===== src/rtl/alexander_pd_pkg.sv =====
// Shared types and sizing helpers for the Alexander (bang-bang) phase detector.
//   lane_dec_t : per-lane early/late classification
//   vote_width : signed width able to hold +/- nlane*win without overflow
package alexander_pd_pkg;

  typedef enum logic [1:0] {
    NONE   = 2'd0,
    UP     = 2'd1,
    DN     = 2'd2,
    GLITCH = 2'd3
  } lane_dec_t;

  function automatic int vote_width(input int nlane, input int win);
    return $clog2(nlane * win + 1) + 1;
  endfunction

endpackage


===== src/rtl/bbpd_lane_decode.sv =====
// Single-lane Alexander decode (combinational).
//   d_prev : data sample preceding the edge sample
//   d_cur  : data sample following the edge sample
//   e      : edge sample between d_prev and d_cur
//   dec    : UP (clock late), DN (clock early), GLITCH (edge error with no
//            transition) or NONE
module bbpd_lane_decode
  import alexander_pd_pkg::*;
(
  input  logic      d_prev,
  input  logic      d_cur,
  input  logic      e,
  output lane_dec_t dec
);

  always_comb begin
    dec = NONE;
    if (d_prev != d_cur) begin
      // On a transition e matches exactly one neighbour.
      dec = (e == d_cur) ? UP : DN;
    end else if (e != d_cur) begin
      dec = GLITCH;
    end
  end

endmodule


===== src/rtl/alexander_pd_nlane.sv =====
// Deserialised NLANE-wide Alexander phase detector.
//   clk, rst   : clock, synchronous active-high reset
//   in_valid   : qualifies dsample/esample
//   dsample    : NLANE data samples, bit 0 oldest
//   esample    : NLANE edge samples, esample[i] between d[i-1] and d[i]
//   up, dn     : one-cycle decision pulses at window close
//   vote       : signed window sum, held between decisions
//   vote_valid : one-cycle strobe qualifying vote/up/dn
//   glitch_cnt : saturating count of non-transition edge errors
// Pipeline: input regs -> registered per-word popcounts -> window/output regs,
// so a word sampled at edge k shows up on the outputs after edge k+2.
module alexander_pd_nlane
  import alexander_pd_pkg::*;
#(
  parameter  int NLANE    = 4,
  parameter  int WIN      = 8,
  parameter  int DEADBAND = 0,
  parameter  int GW       = 16,
  localparam int VW       = vote_width(NLANE, WIN)
) (
  input  logic                 clk,
  input  logic                 rst,
  input  logic                 in_valid,
  input  logic [NLANE-1:0]     dsample,
  input  logic [NLANE-1:0]     esample,
  output logic                 up,
  output logic                 dn,
  output logic signed [VW-1:0] vote,
  output logic                 vote_valid,
  output logic [GW-1:0]        glitch_cnt
);

  localparam int STAGES = 1;
  localparam int CW     = $clog2(NLANE + 1);
  localparam int WW     = (WIN > 1) ? $clog2(WIN) : 1;
  localparam int SW     = ((GW > CW) ? GW : CW) + 1;
  localparam logic [GW-1:0]        GMAX = '1;
  localparam logic [WW-1:0]        WLAST = WW'(WIN - 1);
  localparam logic signed [VW-1:0] DBP  = VW'(DEADBAND);
  localparam logic signed [VW-1:0] DBN  = -DBP;

  // vld_pipe[0]: stage-1 word valid, vld_pipe[1]: stage-2 popcounts valid
  logic [STAGES:0]     vld_pipe;
  logic                d_last;
  logic                s1_dprev;
  logic [NLANE-1:0]    s1_d, s1_e;

  // ---------------- stage 1: capture word, carry boundary bit ----------------
  always_ff @(posedge clk) begin
    if (rst) begin
      vld_pipe <= '0;
      d_last   <= 1'b0;
      s1_dprev <= 1'b0;
      s1_d     <= '0;
      s1_e     <= '0;
    end else begin
      vld_pipe <= {vld_pipe[STAGES-1:0], in_valid};
      if (in_valid) begin
        s1_d     <= dsample;
        s1_e     <= esample;
        s1_dprev <= d_last;
        d_last   <= dsample[NLANE-1];
      end
    end
  end

  // ---------------- lane decode ----------------
  lane_dec_t dec [NLANE];

  for (genvar i = 0; i < NLANE; i++) begin : g_lane
    logic dp;
    if (i == 0) begin : g_first
      assign dp = s1_dprev;
    end else begin : g_rest
      assign dp = s1_d[i-1];
    end
    bbpd_lane_decode u_dec (
      .d_prev (dp),
      .d_cur  (s1_d[i]),
      .e      (s1_e[i]),
      .dec    (dec[i])
    );
  end

  logic [CW-1:0]        nup, ndn, ng_c;
  logic signed [VW-1:0] wv_c;

  always_comb begin
    nup  = '0;
    ndn  = '0;
    ng_c = '0;
    for (int i = 0; i < NLANE; i++) begin
      nup  = nup  + CW'(dec[i] == UP);
      ndn  = ndn  + CW'(dec[i] == DN);
      ng_c = ng_c + CW'(dec[i] == GLITCH);
    end
    wv_c = $signed(VW'(nup)) - $signed(VW'(ndn));
  end

  // ---------------- stage 2: register per-word results ----------------
  logic signed [VW-1:0] s2_wv;
  logic [CW-1:0]        s2_ng;

  always_ff @(posedge clk) begin
    if (rst) begin
      s2_wv <= '0;
      s2_ng <= '0;
    end else if (vld_pipe[0]) begin
      s2_wv <= wv_c;
      s2_ng <= ng_c;
    end
  end

  // ---------------- window accumulation and outputs ----------------
  logic signed [VW-1:0] acc, acc_nxt;
  logic [WW-1:0]        wcnt;
  logic [SW-1:0]        gsum;
  logic [GW-1:0]        gsat;

  always_comb begin
    acc_nxt = acc + s2_wv;
    gsum    = SW'(glitch_cnt) + SW'(s2_ng);
    gsat    = (gsum > SW'(GMAX)) ? GMAX : gsum[GW-1:0];
  end

  always_ff @(posedge clk) begin
    if (rst) begin
      acc        <= '0;
      wcnt       <= '0;
      vote       <= '0;
      vote_valid <= 1'b0;
      up         <= 1'b0;
      dn         <= 1'b0;
      glitch_cnt <= '0;
    end else begin
      vote_valid <= 1'b0;
      up         <= 1'b0;
      dn         <= 1'b0;
      if (vld_pipe[STAGES]) begin
        glitch_cnt <= gsat;
        if (wcnt == WLAST) begin
          // Closing word is folded in here so nothing is lost at the boundary.
          vote       <= acc_nxt;
          vote_valid <= 1'b1;
          up         <= (acc_nxt > DBP);
          dn         <= (acc_nxt < DBN);
          acc        <= '0;
          wcnt       <= '0;
        end else begin
          acc  <= acc_nxt;
          wcnt <= wcnt + 1'b1;
        end
      end
    end
  end

endmodule


===== config.mk =====
export PLATFORM = sky130hd
export DESIGN_NAME = alexander_pd_nlane
export DESIGN_NICKNAME = d
export VERILOG_FILES = /design/src/rtl/alexander_pd_pkg.sv /design/src/rtl/bbpd_lane_decode.sv /design/src/rtl/alexander_pd_nlane.sv
export SDC_FILE = /design/constraint.sdc
export NUM_CORES = 1
export LEC_CHECK = 0
export BUFFER_PORTS_ARGS = -buffer_cell sky130_fd_sc_hd__clkbuf_2
export CAP_MARGIN = 20
export CORE_UTILIZATION = 50
export CTS_BUF_LIST = sky130_fd_sc_hd__clkbuf_16
export DETAILED_ROUTE_END_ITERATION = 10
export PLACE_DENSITY = 0.71
export SYNTH_ARGS = -nofsm -noshare
export SYNTH_HDL_FRONTEND = slang
export SYNTH_HIERARCHICAL = 1
export SYNTH_SLANG_ARGS = --single-unit

===== constraint.sdc =====
create_clock -name clk -period 7.7 [get_ports clk]
set_input_delay 0 -clock clk [delete_from_list [all_inputs] [get_ports clk]]
set_output_delay 0 -clock clk [all_outputs]
set_load 0.02 [all_outputs]

==> metrics.md <==
| Metric | Value |
|---|---|
| Dpl cells | 393 |
| FF-to-FF Start | s1_d[2] |
| Most used cell, CP | fa_1 |
| Area of the core | 0.00520 mm2 |
| Syn nets | 333 |
| Largest net degree at the start of global routing | 54 |
| Die span in y | 76.4 um |
| I/O Buffers | 36 |
| Lkg Pwr | 1.42 nW |
| Post-DP HPWL | 3550 um |
| First-pass GRT wire length | 8890 um |
| Synth unique cells | 47 |
| Final Hold Fails | 0 |
| Routed len/inst | 12.2 um |
| Slowest Stage Delay on Critical Path | 0.54 ns |
| Die area | 0.00583 mm2 |
| Arr. time, crit path | 3.56 ns |
| Yosys warns | 6 |
| # H-tree levels | 2 |
| CP bufs+invs | 2 |
| Outcome | finished clean |
| Area Overhead vs Synth | 16.9% |
| Vias in the first global route | 2078 |
| PD cells | 205 mW/mm2 |
| WP data required | 7.90 ns |
| Finished Core Util | 62.1% |
| Die Wd | 76.4 um |
| CP Class | register to register |
| Clock transition at the registers of the reported paths | 0.07 ns |
| Sequential area share after synthesis | 39.1% |
| Mapped Cells | 299 |
| CP startpoint | s1_d[2] |
| Max-cap violations | 0 |
| Setup violators final | 0 |
| Share of cells above drive strength 1 | 15.0% |
| GRT Overall Usage | 18.5% |
| CTS tree | yes |
| Postcts setup bufs | 0 |
| Synth Register Bits | 54 |
| Rows | 26 |
| Initial antenna violation count | 0 |
| Crit path cell chain | xor2_1, nor2b_1, fa_1, fa_1, fa_1, inv_1, ha_1, inv_1, fa_1, a211oi_1 |
| Final wirelength | 4980 um |
| Max Slew Vio Count | 0 |
| Worst hold path class | input port to register |
| Initial core utilization | 53.1% |
| Peak Freq | 297 MHz |
| Initial drt markers | 97 |
| Antenna Nets Post-Route | 0 |
| CP startpoint kind | register |
| RSZ-0062 raised after global routing | no |
| Clock Latency Late Sink | 0.29 ns |
| # diodes | 0 |
| Synth async-reset ratio | 0% |
| DRC | 0 |
| Number of enable flip-flop cells after synthesis | 0 |
| Clk sinks | 54 |
| Gpl congestion | 0.787 |
| IO Pins | 37 |
| Slew HR | 28.9% |
| Peak supply drop | 0.136 mV |
| Top_reg_cell synth | dfxtp_1 |
| CP Capture Type | register |
| CTS Buf Count | 5 |
| Hold path start | in_valid |
| Crit path max-delay cell type | fa_1 |
| Fin crit share | 43.7% |
| Fin nets | 372 |
| Family with the most delay on the worst path | adder cells |
| Tightest Pin Transition | 1.07 ns |
| Grt ovf | 0 |
| Clk buf depth | 2 |
| Setup_tns | 0 ns |
| Minimum clock period | 3.36 ns |
| Vias | 2123 |
| Cell Area, Synth | 0.00277 mm2 |
| Critical path fanouts, max | 3 |
| Max Clock Skew | 0.00855 ns |
| Drt via density | 5.19 |
| Post-CTS Resized | 0 |
| First-pass DRT Iterations | 4 |
| CTS root buf | clkbuf_16 |
| Average size of a mapped cell | 9.25 um2 |
| Final Non-Filler Cells | 409 |
## cells by family after synthesis
kind of cell               Yosys count  synth area share [%]
DFF                                 54                  39.1
muxes                               17                  6.15
and+or+nand+nor                    101                  18.4
xor gates and xnor gates            24                  7.60
adders and majority gates           23                  12.6
AOI/OAI and AO/OA                   52                  12.0
buffers and inverters               28                  4.16
## Yosys cell counts, types with 2 or more instances
cell	instances	share of area (%)
a211oi_1	5	1.4
a21o_1	2	0.54
a21oi_1	24	4.3
and2_1	3	0.68
and3_1	8	1.8
clkbuf_1	9	1.2
dfxtp_1	54	39
fa_1	8	5.8
ha_1	15	6.8
inv_1	15	2.0
mux2i_1	17	6.2
nand2_1	18	2.4
nand2b_1	8	1.8
nand3_1	3	0.54
nand4_1	2	0.45
nor2_1	33	4.5
nor2b_1	11	2.5
nor3_1	7	1.3
nor3b_1	2	0.54
o21ai_0	4	0.72
o21ai_1	3	0.54
xnor2_1	9	2.9
xor2_1	15	4.8
## worst paths after layout
check	endpoint	slack [ns]	cells past startpoint
max	s2_wv[1]	4.34	10
max reg2reg	s2_wv[1]	4.34	10
min reg2reg	vote[4]	0.46	2
min	vld_pipe[0]	0.16	2
## report_power, final
part           total, mW  switching, mW  internal [mW]
logic              0.107         0.0574         0.0494
registers          0.299         0.0102          0.288
clock network      0.259          0.103          0.155
total              0.664          0.171          0.493
## layer usage
metal	vias up	wire length, um	global-route usage (%)
li1	1101	-	-
met1	972	2360	22.9
met2	43	2410	32.0
met3	7	129	3.35
met4	0	72	6.73
met5	-	0	0
## worst register-to-register path, delay by kind of cell (launching register included)
| kind | cells | cell delay [ns] |
|---|---|---|
| adder cells (fa/ha/maj) | 5 | 2.12 |
| flip-flops | 1 | 0.39 |
| AND/OR/NAND/NOR | 1 | 0.22 |
| AO/OA/AOI/OAI | 1 | 0.22 |
| XOR/XNOR | 1 | 0.21 |
| buffers and inverters | 2 | 0.12 |
## through the flow
| stage | total power [mW] | area, um2 | hold slack, ns | setup WS [ns] |
|---|---|---|---|---|
| finish | 0.664 | 3230 | 0.165 | 4.34 |
| global route | 0.701 | 3230 | 0.201 | 4.16 |
| global placement | 0.407 | 2980 | 0.235 | 4.43 |
| CTS | 0.672 | 3230 | 0.169 | 4.29 |
| floorplan | 0.389 | 2770 | 0.148 | 4.51 |
| detailed placement | 0.410 | 2980 | 0.242 | 4.31 |
## state kept, by name (all words and copies together) (netlist names)
| register | flops |
|---|---|
| acc | 7 |
| glitch_cnt | 16 |
| dn | 1 |
| g_lane.dp | 1 |
| s2_ng | 3 |
| s1_e | 4 |
| vote | 7 |
| s1_d | 3 |
| wcnt | 3 |
| d_last | 1 |
| up | 1 |
| vote_valid | 1 |
| s2_wv | 4 |
| vld_pipe | 2 |
## placed cells by master (no fill, tap or decap), drive strengths merged, types with 2 or more instances in the layout
cell type and count:
nand2b 8, mux2i 17, nand4 2, o211ai 2, xor2 15, dfxtp 54
nor3 8, o21ai 7, and3 8, and2 3, nand3 3, a21o 2
nor3b 2, clkbuf 41, xnor2 9, dlygate4sd3 8, nand2 19, a21oi 25
a211oi 6, nor2 34, inv 16, fa 8, nor2b 11, ha 15
## timing repair
action	in CTS	in global routing
setup endpoints to repair	0	0
endpoints found under the hold margin	8	0
hold buffers	8	0
## layout make-up
cell class / instances / area, um2
clock inverters: 3 / 47.5
repair buffers: 44 / 260
inverters: 16 / 61.3
multi-input cells: 217 / 1570
fillers: 467 / 1970
well taps: 70 / 87.6
clock buffers: 5 / 125
flip-flops and latches: 54 / 1080
No activity file was read; power rests on OpenSTA's default activity.
